[src/rtl/mem_arb_pkg.sv]
// mem_arb_pkg: shared constants and FSM encoding for the I/D memory arbiter.
package mem_arb_pkg;

  localparam int ADDR_W_DEF = 28;
  localparam int DATA_W_DEF = 128;

  // Requester identifiers, also used as the last-served flag value.
  localparam logic REQ_I = 1'b0;
  localparam logic REQ_D = 1'b1;

  typedef enum logic [2:0] {
    IDLE   = 3'd0,
    BUSY_I = 3'd1,
    BUSY_D = 3'd2,
    RESP   = 3'd3,
    HOLD   = 3'd4
  } arb_state_e;

  // Map a requester ID onto the busy state that serves it.
  function automatic arb_state_e busyStateFor(input logic id);
    return (id == REQ_D) ? BUSY_D : BUSY_I;
  endfunction

endpackage

[src/rtl/rr_pick2.sv]
// rr_pick2: two-way round-robin pick between the I-cache and D-cache requesters.
module rr_pick2
  import mem_arb_pkg::*;
(
  input  logic reqI_i,
  input  logic reqD_i,
  input  logic lastServed_i,
  output logic grantId_o,
  output logic valid_o
);

  // A lone requester always wins; on a tie the side not served last wins.
  always_comb begin
    valid_o   = reqI_i | reqD_i;
    grantId_o = REQ_I;
    if (reqI_i && reqD_i) begin
      grantId_o = ~lastServed_i;
    end else if (reqD_i) begin
      grantId_o = REQ_D;
    end
  end

endmodule

[src/rtl/mem_arbiter.sv]
// mem_arbiter: shares one memory port between I-cache and D-cache, one block transaction at a time.
module mem_arbiter
  import mem_arb_pkg::*;
#(
  parameter int ADDR_W = ADDR_W_DEF,
  parameter int DATA_W = DATA_W_DEF
) (
  input  logic              clk,
  input  logic              proc_reset_n,
  input  logic              i_mem_read,
  input  logic              i_mem_write,
  input  logic [ADDR_W-1:0] i_mem_addr,
  input  logic [DATA_W-1:0] i_mem_wdata,
  output logic [DATA_W-1:0] i_mem_rdata,
  output logic              i_mem_ready,
  input  logic              d_mem_read,
  input  logic              d_mem_write,
  input  logic [ADDR_W-1:0] d_mem_addr,
  input  logic [DATA_W-1:0] d_mem_wdata,
  output logic [DATA_W-1:0] d_mem_rdata,
  output logic              d_mem_ready,
  output logic              mem_read,
  output logic              mem_write,
  output logic [ADDR_W-1:0] mem_addr,
  output logic [DATA_W-1:0] mem_wdata,
  input  logic [DATA_W-1:0] mem_rdata,
  input  logic              mem_ready
);

  arb_state_e        state_q, state_d;
  logic              grantId_q, grantId_d;
  logic              opWrite_q, opWrite_d;
  logic              lastServed_q, lastServed_d;
  logic [ADDR_W-1:0] addr_q, addr_d;
  logic [DATA_W-1:0] wdata_q, wdata_d;
  logic [DATA_W-1:0] rdata_q, rdata_d;
  logic              pickValid, pickId, busy;

  rr_pick2 u_pick (
    .reqI_i      (i_mem_read | i_mem_write),
    .reqD_i      (d_mem_read | d_mem_write),
    .lastServed_i(lastServed_q),
    .grantId_o   (pickId),
    .valid_o     (pickValid)
  );

  // State and transaction registers; reset abandons any transaction immediately.
  always_ff @(posedge clk or negedge proc_reset_n) begin
    if (!proc_reset_n) begin
      state_q      <= IDLE;
      grantId_q    <= REQ_I;
      opWrite_q    <= 1'b0;
      lastServed_q <= REQ_I;
      addr_q       <= '0;
      wdata_q      <= '0;
      rdata_q      <= '0;
    end else begin
      state_q      <= state_d;
      grantId_q    <= grantId_d;
      opWrite_q    <= opWrite_d;
      lastServed_q <= lastServed_d;
      addr_q       <= addr_d;
      wdata_q      <= wdata_d;
      rdata_q      <= rdata_d;
    end
  end

  // Latch the winner in IDLE, wait on memory while busy, pulse ready in RESP, settle in HOLD.
  always_comb begin
    state_d      = state_q;
    grantId_d    = grantId_q;
    opWrite_d    = opWrite_q;
    lastServed_d = lastServed_q;
    addr_d       = addr_q;
    wdata_d      = wdata_q;
    rdata_d      = rdata_q;
    case (state_q)
      IDLE: begin
        if (pickValid) begin
          grantId_d = pickId;
          if (pickId == REQ_D) begin
            opWrite_d = d_mem_write;
            addr_d    = d_mem_addr;
            wdata_d   = d_mem_wdata;
          end else begin
            opWrite_d = i_mem_write;
            addr_d    = i_mem_addr;
            wdata_d   = i_mem_wdata;
          end
          state_d = busyStateFor(pickId);
        end
      end
      BUSY_I, BUSY_D: begin
        if (mem_ready) begin
          if (!opWrite_q) begin
            rdata_d = mem_rdata;
          end
          state_d = RESP;
        end
      end
      RESP: begin
        state_d = HOLD;
      end
      HOLD: begin
        lastServed_d = grantId_q;
        state_d      = IDLE;
      end
      default: begin
        state_d = IDLE;
      end
    endcase
  end

  // Outputs come straight from registers so strobes are exclusive and stable while busy.
  always_comb begin
    busy        = (state_q == BUSY_I) || (state_q == BUSY_D);
    mem_read    = busy && !opWrite_q;
    mem_write   = busy && opWrite_q;
    mem_addr    = addr_q;
    mem_wdata   = wdata_q;
    i_mem_ready = (state_q == RESP) && (grantId_q == REQ_I);
    d_mem_ready = (state_q == RESP) && (grantId_q == REQ_D);
    i_mem_rdata = rdata_q;
    d_mem_rdata = rdata_q;
  end

endmodule
[config.mk]
export PLATFORM = sky130hd
export DESIGN_NAME = mem_arbiter
export DESIGN_NICKNAME = d
export VERILOG_FILES = /design/src/rtl/mem_arb_pkg.sv /design/src/rtl/rr_pick2.sv /design/src/rtl/mem_arbiter.sv
export SDC_FILE = /design/constraint.sdc
export NUM_CORES = 1
export LEC_CHECK = 0
export CAP_MARGIN = 20
export CORE_AREA = 2 2 339 341
export DETAILED_ROUTE_END_ITERATION = 16
export DIE_AREA = 0 0 341 343
export GPL_TIMING_DRIVEN = 0
export PLACE_DENSITY = 0.46
export SYNTH_ARGS = -nofsm -noshare
export SYNTH_HDL_FRONTEND = slang
export SYNTH_HIERARCHICAL = 1
export SYNTH_SLANG_ARGS = --single-unit
[constraint.sdc]
create_clock -name clk -period 4.1 [get_ports clk]
set_input_delay 0.82 -clock clk [delete_from_list [all_inputs] [get_ports clk]]
set_output_delay 0.82 -clock clk [all_outputs]
set_load 0.005 [all_outputs]
### Word level (Yosys, flattened, before mapping)

Cells that the tools add are included.

| word-level totals | value |
|---|---|
| register bits after elaboration | 290 |
| output and inout port bits | 416 |
| bits of input ports | 447 |
| word-level logic and storage cells | 40 |

| cells by class | value |
|---|---|
| equality and inequality tests | 6 |
| multiplexer cells | 9 |
| reductions and logical operators | 12 |
| bitwise operators | 6 |

Operator list:

| operator | count |
|---|---|
| 128-bit two-way mux | 1 |
| 28-bit two-way mux | 1 |
| 3-bit one-hot mux with 3 select lines | 1 |
| 3-bit by 2-bit == test with 1-bit output, second input constant | 2 |
| 3-bit two-way mux | 2 |
| 1-bit logical AND | 5 |
| 2-bit inequality test, second input constant | 2 |
| 2-bit AND reduction | 2 |
| 3-bit by 1-bit == test with 1-bit output, second input constant | 1 |
| 3-bit == test, second input constant | 1 |
| 3-bit zero test | 1 |
| 1-bit two-way mux | 3 |
| 1-bit inverter | 3 |
| 1-bit bitwise OR | 3 |
| 3-bit AND reduction | 1 |
| 2-bit two-way mux | 1 |
| 2-bit OR reduction | 1 |
| 1-bit zero test | 1 |
| 1-bit logical OR | 1 |

### Depth between registers and ports, before layout

| logic depth | value |
|---|---|
| depth in word-level cells | 6 |
| gate-level depth with buffers | 8 |
| depth with buffers taken out | 5 |

### Cells and area by module

Netlist, hierarchy kept.

Modules (own cells, without submodules):

| module | sequential area each (µm²) | instances | area an instance (µm²) | cells each |
|---|---|---|---|---|
| mem_arbiter | 7257.0 | 1 | 13820.8 | 1111 |
| rr_pick2 | 0.0 | 1 | 13.8 | 2 |

### Worst setup path after synthesis

OpenSTA, ideal clock, no wires.

| timing path | value |
|---|---|
| path kind | input to register |
| start | in i_mem_write |
| end | reg wdata_q[100] (netlist: mem_wdata[100]) |
| library setup time | 0.126 ns |
| stages on the path | 7 |
| setup slack | 1.869 ns |
| arrival | 2.105 ns |
| path buffers | 3 |
| required time | 3.974 ns |
| cell sequence | or2_2 -> a21boi_1 -> clkbuf_1 -> buf_2 -> buf_2 -> mux2i_1 -> a21oi_1 |

| on the way | value |
|---|---|
| longest elaborated chain between the ends | 4 |
| elaborated cells between the ends (all ways) | 6 |
| classes of those cells | mux (2); bitwise (2); reduce/logical (2) |

RTL lines:

| what | line | text |
|---|---|---|
| start: declaration | mem_arbiter.sv:11 | `input logic i_mem_write,` |
| 1-bit bitwise OR | mem_arbiter.sv:40 | `.reqI_i (i_mem_read \| i_mem_write),` |
| 1-bit logical AND | rr_pick2.sv:16 | `if (reqI_i && reqD_i) begin` |
| 1-bit two-way mux | rr_pick2.sv:16 |  |
| named net pickId | mem_arbiter.sv:37 | `logic pickValid, pickId, busy;` |
| 128-bit two-way mux | mem_arbiter.sv:81 | `if (pickId == REQ_D) begin` |
| end signal: assignment | mem_arbiter.sv:63 | `wdata_q <= wdata_d;` |
| end: declaration | mem_arbiter.sv:35 | `logic [DATA_W-1:0] wdata_q, wdata_d;` |

The timed path passes the listed nets, and every way through them passes these cells.
A chain may end at the register's enable or synchronous reset.

### Worst setup path after layout

| timing path | value |
|---|---|
| start | in i_mem_write |
| end | reg wdata_q[48] (netlist: mem_wdata[48]) |

The elaborated chain is that of the path after synthesis.

==> metrics.txt <==
# TYPE chip_impl_metric gauge
chip_impl_info{name="outcome",value="complete, no violations"} 1
chip_impl_metric{name="postSynthRegisterBits",unit=""} 290
chip_impl_info{name="timing.critical_path.from_type",value="input port"} 1
chip_impl_metric{name="register_area_share_after_synthesis",unit=""} 0.525
chip_impl_metric{name="worst_pin_slew",unit="ns"} 0.933
chip_impl_metric{name="count_of_final_setup_violators",unit=""} 0
chip_impl_metric{name="gr-total-overflow",unit=""} 0
chip_impl_metric{name="placed_area",unit="sq um"} 24400
chip_impl_metric{name="synth_area_per_cell",unit="sq um"} 12.4
chip_impl_metric{name="detail_routed_via_count_per_cell",unit=""} 3.29
chip_impl_info{name="worst_setup_path_end_kind",value="flip-flop"} 1
chip_impl_metric{name="remaining_drc_errors",unit=""} 0
chip_impl_info{name="crit_type",value="in2reg"} 1
chip_impl_metric{name="ctsLongestPathBuffers",unit=""} 3
chip_impl_info{name="synthDominantAreaCellType",value="sky130_fd_sc_hd__dfrtp_1"} 1
chip_impl_metric{name="power.density",unit="nW/um^2"} 779
chip_impl_metric{name="clock_pin_slew_on_the_worst_setup_and_hold_paths",unit="ns"} 0.07
chip_impl_info{name="tritoncts",value="built"} 1
chip_impl_metric{name="routedWlPerCell",unit="um"} 20.6
chip_impl_metric{name="netlist_area",unit="sq um"} 13800
chip_impl_metric{name="place.port_buffers",unit=""} 862
chip_impl_metric{name="syn-instance-count",unit=""} 1113
chip_impl_metric{name="fp.dieArea",unit="sq um"} 117000
chip_impl_metric{name="dr.first_iter.drc_count",unit=""} 364
chip_impl_metric{name="start_util",unit=""} 0.122
chip_impl_info{name="synth_common_cells",value="sky130_fd_sc_hd__dfrtp_1 (290), sky130_fd_sc_hd__nor2_1 (161), sky130_fd_sc_hd__a21oi_1 (159)"} 1
chip_impl_metric{name="finClkSkew",unit="ns"} 0.0307
chip_impl_metric{name="final_period_minus_worst_setup_slack",unit="ns"} 3.84
chip_impl_metric{name="yosys_warnings",unit=""} 6
chip_impl_metric{name="detailedRoute.firstPassIterationCount",unit=""} 4
chip_impl_metric{name="synth_async_sr_flop_share",unit=""} 1.00
chip_impl_metric{name="ctsHtreeMaxLevel",unit=""} 2
chip_impl_metric{name="floorplan.io_pins",unit=""} 863
chip_impl_info{name="unrepaired_setup_endpoints_after_global_routing",value="false"} 1
chip_impl_metric{name="clock_sink_count",unit=""} 290
chip_impl_metric{name="hold_violations",unit=""} 0
chip_impl_metric{name="register_area",unit="sq um"} 7260
chip_impl_metric{name="cts.hold.buffers_added",unit=""} 0
chip_impl_metric{name="grt_first_pass_wirelength",unit="mm"} 98.5
chip_impl_info{name="yosysMostFrequentCell",value="sky130_fd_sc_hd__dfrtp_1"} 1
chip_impl_metric{name="fmax",unit="MHz"} 260
chip_impl_metric{name="placementRows",unit=""} 124
chip_impl_metric{name="grt_antenna_before_repair",unit=""} 15
chip_impl_info{name="synth_area_leaders",value="sky130_fd_sc_hd__dfrtp_1 (52%), sky130_fd_sc_hd__mux2_4 (13%), sky130_fd_sc_hd__mux2i_1 (11%)"} 1
chip_impl_metric{name="drtAntennaViolNets",unit=""} 0
chip_impl_metric{name="via_count",unit=""} 11700
chip_impl_metric{name="total_leakage_power",unit="nW"} 11.1
chip_impl_metric{name="slew_violations",unit=""} 0
chip_impl_metric{name="critical_path_peak_fanout",unit=""} 10
chip_impl_info{name="clk_root_buffer_cell",value="sky130_fd_sc_hd__clkbuf_16"} 1
chip_impl_metric{name="dp_hpwl",unit="mm"} 59.9
chip_impl_metric{name="gp_congestion",unit=""} 0.787
chip_impl_metric{name="tritoncts.num_buffers",unit=""} 40
chip_impl_info{name="hp-class",value="in2async"} 1
chip_impl_metric{name="post-route-cell-area",unit="sq um"} 25700
chip_impl_metric{name="synthToLayoutAreaGrowth",unit="%"} 85.8
chip_impl_metric{name="reg2reg_slack",unit="ns"} 0.99
chip_impl_metric{name="grt_start_max_net_pins",unit=""} 113
chip_impl_metric{name="nets",unit=""} 2466
chip_impl_metric{name="finalPower",unit="mW"} 20.0
chip_impl_metric{name="die_w",unit="um"} 341
chip_impl_metric{name="final.fill_count",unit=""} 12200
chip_impl_metric{name="post_synth_num_cell_types",unit=""} 26
chip_impl_metric{name="multi_input_comb_area",unit="sq um"} 5050
chip_impl_metric{name="ir_drop",unit="mV"} 0.287
chip_impl_metric{name="postRouteWirelength",unit="mm"} 73.3
chip_impl_metric{name="design.core.area",unit="sq um"} 113000
chip_impl_metric{name="clock_latency",unit="ns"} 0.60
chip_impl_metric{name="drv_cap",unit=""} 0
chip_impl_metric{name="finalCoreUtilization",unit=""} 0.227
chip_impl_metric{name="critPathRequiredTime",unit="ns"} 4.56
chip_impl_metric{name="layoutNonFillerInstCount",unit=""} 3562
chip_impl_metric{name="tns",unit="ns"} 0
chip_impl_metric{name="placedCellCount",unit=""} 3489
chip_impl_metric{name="drive_gt1_frac",unit=""} 0.196
chip_impl_metric{name="worst_path_arrival",unit="ns"} 4.30
chip_impl_metric{name="ff2ff_path_depth",unit=""} 6
chip_impl_info{name="synth-main-ff-cell",value="sky130_fd_sc_hd__dfrtp_1"} 1
chip_impl_metric{name="timing.max_slew.rel_slack",unit=""} 0.360
chip_impl_metric{name="post_cts_repair_setup_buffers",unit=""} 0
chip_impl_metric{name="die_h",unit="um"} 343
chip_impl_metric{name="via_count_of_the_first_global_routing_pass",unit=""} 12300
chip_impl_metric{name="mappedNetlistNets",unit=""} 1560
chip_impl_metric{name="post-synth-top-area-fraction",unit=""} 0.525
chip_impl_metric{name="final.period_utilization",unit=""} 0.937
chip_impl_metric{name="track_usage",unit=""} 0.120
chip_impl_metric{name="count_of_flip_flops_with_a_built_in_enable_after_synthesis",unit=""} 0
-- final cells by class --
type,instances,share of cell area
well taps,1512,0.0736
plain buffers,198,0.0597
diodes,6,0.000584
clock buffers,49,0.0430
flip-flops and latches,290,0.282
multi-input cells,625,0.196
clock inverters,18,0.00672
repair buffers,864,0.338
-- registers in the layout (all words and copies together), names as in the netlist --
signal,cells
d_mem_rdata,128
mem_wdata,128
mem_addr,28
state_q,3
grantId_q,1
lastServed_q,1
opWrite_q,1
-- through the flow --
stage	hold slack, ns	setup slack (ns)
CTS	0.229	0.0451
detailed placement	0.516	-0.660
floorplan	0.480	1.87
global placement	0.506	-12.25
global route	0.266	0.0182
finish	0.265	0.258
-- path summary, 6_finish.rpt --
check	startpoint	endpoint
max	i_mem_write	mem_wdata[48]
min	proc_reset_n	mem_wdata[25]
max reg2reg	lastServed_q	mem_wdata[48]
min reg2reg	mem_wdata[92]	mem_wdata[92]
max in group asynchronous	proc_reset_n	mem_wdata[125]
min in group clk	mem_wdata[92]	mem_wdata[92]
-- routing by layer --
layer | GRT usage | vias to the layer above | routed length (um)
li1 | - | 5503 | -
met1 | 0.142 | 5597 | 29200
met2 | 0.208 | 538 | 35900
met3 | 0.0389 | 92 | 6090
met4 | 0.0344 | 0 | 1990
met5 | 0 | - | 0
-- worst max-delay path, stage by stage --
cell                              delay (ns)
sky130_fd_sc_hd__clkdlybuf4s50_1        0.53
sky130_fd_sc_hd__or2_2                  0.35
sky130_fd_sc_hd__a21boi_1               0.12
sky130_fd_sc_hd__clkbuf_1               0.39
sky130_fd_sc_hd__buf_2                  0.58
sky130_fd_sc_hd__buf_2                  0.67
sky130_fd_sc_hd__mux2i_1                0.65
sky130_fd_sc_hd__a21oi_1                0.14
-- placed cells by master (no fill, tap or decap), types with 2 or more instances in the layout --
cell type / instances
sky130_fd_sc_hd__clkdlybuf4s50_1: 861
sky130_fd_sc_hd__dfrtp_1: 290
sky130_fd_sc_hd__nor2_1: 161
sky130_fd_sc_hd__a21oi_1: 159
sky130_fd_sc_hd__mux2i_1: 156
sky130_fd_sc_hd__buf_4: 139
sky130_fd_sc_hd__mux2_4: 120
sky130_fd_sc_hd__buf_2: 42
sky130_fd_sc_hd__clkbuf_16: 40
sky130_fd_sc_hd__buf_12: 11
sky130_fd_sc_hd__mux2_2: 10
sky130_fd_sc_hd__clkinv_2: 8
sky130_fd_sc_hd__clkbuf_8: 7
sky130_fd_sc_hd__diode_2: 6
sky130_fd_sc_hd__buf_6: 5
sky130_fd_sc_hd__clkinvlp_4: 4
sky130_fd_sc_hd__clkbuf_1: 3
sky130_fd_sc_hd__nand2_1: 2
sky130_fd_sc_hd__or2_2: 2
sky130_fd_sc_hd__nand3b_1: 2
sky130_fd_sc_hd__inv_6: 2
sky130_fd_sc_hd__bufinv_16: 2
sky130_fd_sc_hd__buf_16: 2
-- power by group --
group	leakage, nW	switching, mW	internal, mW
clock	0.626	1.49	2.04
sequential	3.31	1.26	4.34
combinational	7.12	4.13	6.76
total	11.1	6.88	13.1
-- kinds of logic after synthesis --
kind of cell,Yosys count,share of synthesized area
flops,290,0.525
mux,287,0.252
buf+inv,198,0.111
simple gates,175,0.0515
compound gates,162,0.0591
xor+xnor,1,0.00199
-- timing repair --
| action | CTS | global route |
|---|---|---|
| resized for setup | 0 | 1 |
| endpoints found under the setup margin | 0 | 1 |
| hold endpoints to repair | 0 | 0 |
(Power assumes the default switching activity.)
